===== src/rtl/m_pte_port_pkg.sv =====
// Shared types and helpers for the page-walker PTE port: FSM encoding and
// PTE address alignment.
package m_pte_port_pkg;

   typedef enum logic [1:0] {
      PTEP_IDLE  = 2'd0,
      PTEP_ISSUE = 2'd1,
      PTEP_RWAIT = 2'd2,
      PTEP_DONE  = 2'd3
   } ptep_state_e;

   localparam logic [31:0] PTE_ADDR_ALIGN_MASK = 32'h0000_0003;

   function automatic logic pte_misaligned(input logic [31:0] addr);
      return ((addr & PTE_ADDR_ALIGN_MASK) != 32'h0000_0000);
   endfunction

   function automatic logic [31:0] pte_word_addr(input logic [31:0] addr);
      return (addr & ~PTE_ADDR_ALIGN_MASK);
   endfunction

endpackage


===== src/rtl/m_pte_port_timeout.sv =====
// Per-state watchdog for the PTE port: counts while enabled, clears on
// request, and flags the last permitted cycle.
module m_pte_timeout #(
   parameter int TIMEOUT = 256,
   parameter int TO_W    = 9
) (
   input  logic CLK,
   input  logic RST_X,
   input  logic clr_i,
   input  logic en_i,
   output logic expired_o
);

   localparam logic [TO_W-1:0] LAST_CNT = TO_W'(TIMEOUT - 1);

   logic [TO_W-1:0] cnt_q;
   logic [TO_W-1:0] cnt_d;

   // next count: clear has priority over enable
   always_comb begin
      cnt_d = cnt_q;
      if (clr_i) begin
         cnt_d = {TO_W{1'b0}};
      end else if (en_i) begin
         cnt_d = cnt_q + {{(TO_W-1){1'b0}}, 1'b1};
      end else begin
         cnt_d = cnt_q;
      end
   end

   // count register
   always_ff @(posedge CLK or negedge RST_X) begin
      if (!RST_X) begin
         cnt_q <= {TO_W{1'b0}};
      end else begin
         cnt_q <= cnt_d;
      end
   end

   assign expired_o = en_i && (cnt_q == LAST_CNT);

endmodule


===== src/rtl/m_pte_port.sv =====
// Responder for page-walker PTE reads and A/D write-backs: forwards one access
// at a time to the DRAM controller with a busy handshake and a timeout guard.
module m_pte_port
   import m_pte_port_pkg::*;
#(
   parameter int TIMEOUT = 256,
   parameter int TO_W    = 9
) (
   input  logic        CLK,
   input  logic        RST_X,
   input  logic        i_pte_req,
   input  logic        i_pte_acs,
   input  logic        i_pte_we,
   input  logic [31:0] i_pte_addr,
   input  logic [31:0] i_pte_wdata,
   output logic        o_busy,
   output logic [31:0] o_odata,
   output logic        o_err,
   output logic        o_mem_req,
   output logic        o_mem_we,
   output logic [31:0] o_mem_addr,
   output logic [31:0] o_mem_wdata,
   input  logic        i_mem_ready,
   input  logic        i_mem_rvalid,
   input  logic [31:0] i_mem_rdata
);

   ptep_state_e state_q, state_d;
   logic        busy_q, busy_d;
   logic [31:0] odata_q, odata_d;
   logic        err_q, err_d;
   logic        req_q, req_d;
   logic        we_q, we_d;
   logic [31:0] addr_q, addr_d;
   logic [31:0] wdata_q, wdata_d;
   logic        tmo_clr_s;
   logic        tmo_en_s;
   logic        tmo_exp_s;

   // watchdog restarts on every state change so each wait phase gets a full budget
   assign tmo_en_s  = (state_q == PTEP_ISSUE) || (state_q == PTEP_RWAIT);
   assign tmo_clr_s = (state_d != state_q);

   m_pte_timeout #(
      .TIMEOUT (TIMEOUT),
      .TO_W    (TO_W)
   ) u_timeout (
      .CLK       (CLK),
      .RST_X     (RST_X),
      .clr_i     (tmo_clr_s),
      .en_i      (tmo_en_s),
      .expired_o (tmo_exp_s)
   );

   // next-state and next-output logic; memory progress beats timeout expiry
   always_comb begin
      state_d = state_q;
      busy_d  = busy_q;
      odata_d = odata_q;
      err_d   = err_q;
      req_d   = req_q;
      we_d    = we_q;
      addr_d  = addr_q;
      wdata_d = wdata_q;
      case (state_q)
         PTEP_IDLE: begin
            if (i_pte_req && i_pte_acs) begin
               busy_d  = 1'b1;
               we_d    = i_pte_we;
               addr_d  = pte_word_addr(i_pte_addr);
               wdata_d = i_pte_wdata;
               if (pte_misaligned(i_pte_addr)) begin
                  err_d   = 1'b1;
                  state_d = PTEP_DONE;
               end else begin
                  err_d   = 1'b0;
                  req_d   = 1'b1;
                  state_d = PTEP_ISSUE;
               end
            end else begin
               state_d = PTEP_IDLE;
            end
         end
         PTEP_ISSUE: begin
            if (i_mem_ready) begin
               req_d   = 1'b0;
               state_d = we_q ? PTEP_DONE : PTEP_RWAIT;
            end else if (tmo_exp_s) begin
               req_d   = 1'b0;
               err_d   = 1'b1;
               odata_d = 32'h0000_0000;
               state_d = PTEP_DONE;
            end else begin
               state_d = PTEP_ISSUE;
            end
         end
         PTEP_RWAIT: begin
            if (i_mem_rvalid) begin
               odata_d = i_mem_rdata;
               state_d = PTEP_DONE;
            end else if (tmo_exp_s) begin
               err_d   = 1'b1;
               odata_d = 32'h0000_0000;
               state_d = PTEP_DONE;
            end else begin
               state_d = PTEP_RWAIT;
            end
         end
         PTEP_DONE: begin
            busy_d  = 1'b0;
            state_d = PTEP_IDLE;
         end
         default: begin
            busy_d  = 1'b0;
            req_d   = 1'b0;
            state_d = PTEP_IDLE;
         end
      endcase
   end

   // state and output registers
   always_ff @(posedge CLK or negedge RST_X) begin
      if (!RST_X) begin
         state_q <= PTEP_IDLE;
         busy_q  <= 1'b0;
         odata_q <= 32'h0000_0000;
         err_q   <= 1'b0;
         req_q   <= 1'b0;
         we_q    <= 1'b0;
         addr_q  <= 32'h0000_0000;
         wdata_q <= 32'h0000_0000;
      end else begin
         state_q <= state_d;
         busy_q  <= busy_d;
         odata_q <= odata_d;
         err_q   <= err_d;
         req_q   <= req_d;
         we_q    <= we_d;
         addr_q  <= addr_d;
         wdata_q <= wdata_d;
      end
   end

   assign o_busy      = busy_q;
   assign o_odata     = odata_q;
   assign o_err       = err_q;
   assign o_mem_req   = req_q;
   assign o_mem_we    = we_q;
   assign o_mem_addr  = addr_q;
   assign o_mem_wdata = wdata_q;

endmodule

===== config.mk =====
export PLATFORM = sky130hd
export DESIGN_NAME = m_pte_port
export DESIGN_NICKNAME = d
export VERILOG_FILES = /design/src/rtl/m_pte_port_pkg.sv /design/src/rtl/m_pte_port_timeout.sv /design/src/rtl/m_pte_port.sv
export SDC_FILE = /design/constraint.sdc
export NUM_CORES = 1
export LEC_CHECK = 0
export ABC_AREA = 1
export CAP_MARGIN = 0
export CORE_ASPECT_RATIO = 0.7
export CORE_MARGIN = 3
export CORE_UTILIZATION = 30
export CTS_BUF_LIST = sky130_fd_sc_hd__clkbuf_4 sky130_fd_sc_hd__clkbuf_8 sky130_fd_sc_hd__clkbuf_16
export CTS_CLUSTER_DIAMETER = 80
export DETAILED_ROUTE_END_ITERATION = 16
export GPL_ROUTABILITY_DRIVEN = 0
export PLACE_DENSITY = 0.58
export SLEW_MARGIN = 30
export SYNTH_ARGS = -nofsm -noshare
export SYNTH_HDL_FRONTEND = slang
export SYNTH_SLANG_ARGS = --single-unit

===== constraint.sdc =====
create_clock -name CLK -period 3.5 [get_ports CLK]
set_input_delay 0.875 -clock CLK [delete_from_list [all_inputs] [get_ports CLK]]
set_output_delay 0.875 -clock CLK [all_outputs]
set_load 0.02 [all_outputs]

==> flow_summary.toml, run 1 <==
[clocking]
cts_buffer_depth = 2
cts_hold_buf = 0
cts_buffers = 9
htree_levels = 3
cts_tree = "built"
clock-sinks = 109
post_cts_resized = 0
ctsRootBufferMaster = "clkbuf_16"
cts_setup_buffers = 0
clk-insertion-delay-late_ps = 350
cts.reportedPaths.clkPinSlew_ps = 70

[floorplan]
core_sq_um = 14900
core.rowCount = 37
die-area_sq_um = 16900
die_h_um = 110
die_x_um = 154
start_util_pct = 31.0
ios = 203

[critical_path]
critPathArrivalTime_ps = 2710
crit_top_cell = "o21ai_0"
critical-path-max-stage-delay_ps = 670
critPathMaxFanout = 32
end_kind = "flop"
cp_slowest_cell = "nand2_1"
cp.required_ps = 3720
critPathKind = "flop to flop"
start_kind = "flop"
crit_chain = "inv_1 -> ha_1 -> nand2_1 -> o21ai_0 -> o21ai_0"

[routing]
route.detailed.drc = 0
dr.pass1.iters = 6
drt-vias-per-instance = 4.33
routedWlPerCell_um = 14.2
detail-route-antenna-nets = 0
dr.first_iter.drc_count = 219
via_count = 3957
wl_um = 13000

[finish]
final_cell_mix = "nand2_1, clkdlybuf4s50_1, dfrtp_1"
fillers = 1379
post-route-util_pct = 47.4
layout_commonest_cell = "nand2_1"
antenna_cells = 0
fin_nets = 824
synthToLayoutAreaGrowth_pct = 52.9
layout-drive-gt1-share_pct = 5.85

[min_path]
hp-class = "flop to flop"

[synth]
syn_area_sq_um = 4610
ys_types = 28
synth_warnings = 0
ys_top_cells_by_area = "dfrtp_1, nand2_1, o21ai_0"
syn_avg_cell_area_sq_um = 8.83
ys_ff_latch = 109
postSynthCellCount = 522
ys_seq_area_share_pct = 59.2
yosysTopAreaCell = "dfrtp_1"
synth_edf_count = 0
async_flop_share_pct = 100
synth_top_area_share_pct = 59.2
synth_flop_cell = "dfrtp_1"

[grt]
grt_busiest_layer = "met2"
grt_pass1_wl_um = 20300
grt_pass1_vias = 3981
grt_use_total_pct = 15.1
grt_use_met1_pct = 20.1
grt_max_degree = 64
met3_usage_pct = 5.90
antenna_found_initial = 0
use_met2_pct = 23.2
grt-ovfl-total = 0

[sta]
hold_viol = 0
slew_violations = 0
finalCriticalPeriod_ps = 2490
tightest_slew_ps = 876
rsz0062_at_grt = "false"
fmax_ghz = 0.402
slew_headroom_pct = 41.5
tns_ps = 0
finalSetupViolations = 0
finClkSkew_ps = 9.68
post-route-period-util_pct = 71.0

[power_and_ir_drop]
leakage_nw = 3.36
ir_drop_v = 0.000378
power.density_nw_per_um2 = 870

[run_status]
outcome = "complete, no violations"

[job]
drv_cap = 0

[place]
hpwl_um = 9380
io_buffers = 200
## metrics by stage
step	power [mW]	cell area (sq um)	setup WS (ps)	cells	hold WS (ps)
2_1_floorplan	3.68	4610	1690	523	530
3_3_place_gp	5.17	6760	796	898	453
3_5_place_dp	5.21	6760	840	898	459
4_1_cts	6.22	7050	971	913	476
5_1_grt	6.55	7050	763	913	500
6_report	6.13	7050	1010	913	469
## synth_stat cells (2+ instances only)
cell      instances
xor2_1            4
nor2_2           10
buf_4             8
nand2_2           3
dfrtp_1         109
o21ai_1           3
nand3_1           7
mux2i_1           2
nand2_1         216
nor3_1            2
buf_2             8
inv_1            46
nand2_4           2
ha_1              7
nand4_1           3
clkbuf_1          9
o21ai_0          63
inv_2             3
a21oi_1           2
nor2_1            7
## worst max-delay path: cells and delay by family, from the launching register on
| kind | cells | cell delay [ps] |
|---|---|---|
| simple gates | 1 | 670 |
| buf+inv | 1 | 110 |
| fa+ha+maj | 1 | 660 |
| flops | 1 | 450 |
| compound gates | 2 | 460 |
## path summary, 6_finish.rpt
| kind | start | endpoint | slack [ps] | cells after the start |
|---|---|---|---|---|
| min reg2reg | o_mem_addr[28]$_DFFE_PN0P_ | o_mem_addr[28]$_DFFE_PN0P_ | 470 | 2 |
| max reg2reg | state_q[1]$_DFF_PN0_ | o_odata[29]$_DFFE_PN0P_ | 1010 | 5 |
| max | state_q[1]$_DFF_PN0_ | o_odata[29]$_DFFE_PN0P_ | 1010 | 5 |
| min in group asynchronous | RST_X | o_odata[2]$_DFFE_PN0P_ | 570 | 1 |
| max in group asynchronous | RST_X | o_mem_wdata[22]$_DFFE_PN0P_ | 2110 | 2 |
| min | o_mem_addr[28]$_DFFE_PN0P_ | o_mem_addr[28]$_DFFE_PN0P_ | 470 | 2 |
## per-layer routing
metal / vias up / wire, um / share of wire [%]
li1: 1982 / - / -
met1: 1815 / 5960 / 46
met2: 149 / 5700 / 44
met3: 11 / 1230 / 9.5
met4: 0 / 105 / 0.81
met5: - / 0 / 0
## flip-flops by register name, indices dropped and copies added, names as in the netlist
register and flops:
state_q 2, u_timeout.cnt_q 9, o_odata 32, o_mem_addr 30, o_err 1, o_mem_req 1, o_busy 1, o_mem_wdata 32
o_mem_we 1
## cell type report
type | instances | area (sq um) | area share (%)
timing repair buffer | 206 | 2040 | 29.0
sequential | 109 | 2730 | 38.7
multi-input combinational | 339 | 1560 | 22.2
inverter | 49 | 186 | 2.65
clock buffer | 10 | 239 | 3.39
tap | 195 | 244 | 3.46
clock inverter | 5 | 45.0 | 0.639
## logic make-up (layout without fill, tap and decap cells)
family	after synthesis	count (layout)	synth area share, %
simple gates	253	253	22.6
flops	109	109	59.2
compound gates	70	70	7.74
mux	2	2	0.434
xor+xnor	5	5	0.950
buf+inv	75	270	7.14
fa+ha+maj	7	7	1.90
other cells	1	2	0.0814
## power breakdown
| part | internal (mW) | total (mW) | leakage, nW | switching (mW) |
|---|---|---|---|---|
| sequential | 1.82 | 2.15 | 1.38 | 0.332 |
| clock | 0.508 | 0.976 | 0.137 | 0.469 |
| combinational | 1.33 | 3.01 | 1.85 | 1.68 |
(Power assumes the default switching activity.)
==> inputs of run 2 (changes only) <==
--- a/config.mk
+++ b/config.mk
@@ -14,7 +14,7 @@
 export CTS_CLUSTER_DIAMETER = 80
 export DETAILED_ROUTE_END_ITERATION = 16
 export GPL_ROUTABILITY_DRIVEN = 0
-export PLACE_DENSITY = 0.58
+export PLACE_DENSITY = 0.6
 export SLEW_MARGIN = 30
 export SYNTH_ARGS = -nofsm -noshare
 export SYNTH_HDL_FRONTEND = slang
==> constraint.sdc (replaced) <==
create_clock -name CLK -period 2.1 [get_ports CLK]
set_input_delay 0.525 -clock CLK [delete_from_list [all_inputs] [get_ports CLK]]
set_output_delay 0.525 -clock CLK [all_outputs]
set_load 0.02 [all_outputs]
==> flow_summary.toml, run 2 (same netlist as run 1, synthesis figures left out) <==
[finish]
final_cell_mix = "nand2_1, clkdlybuf4s50_1, dfrtp_1"
layout_commonest_cell = "nand2_1"
synthToLayoutAreaGrowth_pct = 58.3
antenna_cells = 0
final_area_sq_um = 7300
fin_nets = 837
layout-drive-gt1-share_pct = 8.33

[power_and_ir_drop]
ir_drop_v = 0.000608
power.density_nw_per_um2 = 1470
leakage_nw = 3.47

[critical_path]
critPathKind = "flop to flop"
r2r-start = "u_timeout.cnt_q[1]$_DFFE_PN0P_"
end_kind = "flop"
start_kind = "flop"
critPathMaxFanout = 4
cp.required_ps = 2330
critPathLaunch = "u_timeout.cnt_q[1]$_DFFE_PN0P_"
critPathArrivalTime_ps = 2160

[floorplan]
core_sq_um = 14900
start_util_pct = 31.0
ios = 203
die-area_sq_um = 16900
die_x_um = 154
core.rowCount = 37
die_h_um = 110

[place]
io_buffers = 200
placed_area_sq_um = 6890
hpwl_um = 9420

[clocking]
clk-insertion-delay-late_ps = 340
cts_hold_buf = 0
cts.reportedPaths.clkPinSlew_ps = 80
cts_tree = "built"
clock-sinks = 109
cts_buffer_depth = 2
ctsRootBufferMaster = "clkbuf_16"
cts_buffers = 9
htree_levels = 3

[sta]
tns_ps = 0
finClkSkew_ps = 10.7
post-route-period-util_pct = 91.8
finalCriticalPeriod_ps = 1930
slew_violations = 0
fmax_ghz = 0.519
hold_viol = 0
finalSetupViolations = 0

[grt]
grt_max_degree = 50
grt_pass1_vias = 4034
grt-ovfl-total = 0
grt_use_total_pct = 15.1
grt_pass1_wl_um = 20800
antenna_found_initial = 0

[run_status]
outcome = "complete, no violations"

[routing]
drt-vias-per-instance = 4.41
route.detailed.drc = 0
via_count = 4091
detail-route-antenna-nets = 0
dr.pass1.iters = 4
dr.first_iter.drc_count = 162
routedWlPerCell_um = 14.2
wl_um = 13200

[min_path]
hp-class = "primary input to async pin"

[job]
drv_cap = 0
==> run 2: critical path, stage by stage, from the launching register on <==
cell and delay (ps):
dfrtp_1 360, ha_1 170, nand2_1 70, nor2_2 100, nand2_1 90, nor4_2 170, ha_2 240, nand2_1 70
nand2_2 90, nand2_2 70, nand4_1 140, nand2_4 100, nand2_4 120, nor2_2 40
==> run 2: path summary, 6_finish.rpt <==
path / slack, ps / cells after the start / to
max in group asynchronous: 1390 / 2 / o_mem_wdata[22]$_DFFE_PN0P_
min in group CLK: 470 / 2 / o_mem_addr[17]$_DFFE_PN0P_
worst min register to register: 470 / 2 / o_mem_addr[17]$_DFFE_PN0P_
worst max register to register: 170 / 13 / u_timeout.cnt_q[3]$_DFFE_PN0P_
worst max-delay path: 170 / 13 / u_timeout.cnt_q[3]$_DFFE_PN0P_
worst min-delay path: 100 / 1 / o_odata[0]$_DFFE_PN0P_
==> run 2: cell type report <==
cell class	instances	area (sq um)
clock buffer	9	225
clock inverter	7	106
fill	1392	7560
inverter	49	184
multi-input combinational	341	1620
sequential	109	2730
tap	195	244
timing repair buffer	217	2190
==> run 2: metal layers <==
layer / global-route usage [%] / routed length, um / up-vias
met4: 2.65 / 54 / 0
met2: 22.0 / 5780 / 162
li1: - / - / 2013
met3: 5.23 / 1210 / 5
met5: 0 / 0 / -
met1: 22.1 / 6170 / 1911
==> run 2: through the flow <==
| stage | worst slack [ps] | util (%) | power [mW] | instances | hold slack (ps) |
|---|---|---|---|---|---|
| final | 172 | 49.1 | 10.8 | 927 | 105 |
| after CTS | 49.8 | 48.7 | 10.8 | 924 | 112 |
| after detailed placement | -44.0 | 46.4 | 8.82 | 907 | 459 |
| after global routing | -16.4 | 49.1 | 11.5 | 927 | 125 |
| after global placement | -150 | 46.3 | 8.73 | 907 | 454 |
| after floorplan | 287 | - | 6.14 | 523 | 229 |
==> run 2: what timing repair did <==
action	CTS	global route
cloned	0	2
pin swaps	1	1
endpoints found under the hold margin	0	0
buffers inserted	1	1
setup endpoints to repair	9	42
gates resized for setup	1	8
==> run 2: where the power goes <==
part           internal (mW)  switching (mW)
logic                   2.39            2.94
registers               3.03           0.521
clock network           1.07           0.811
total                   6.49            4.27
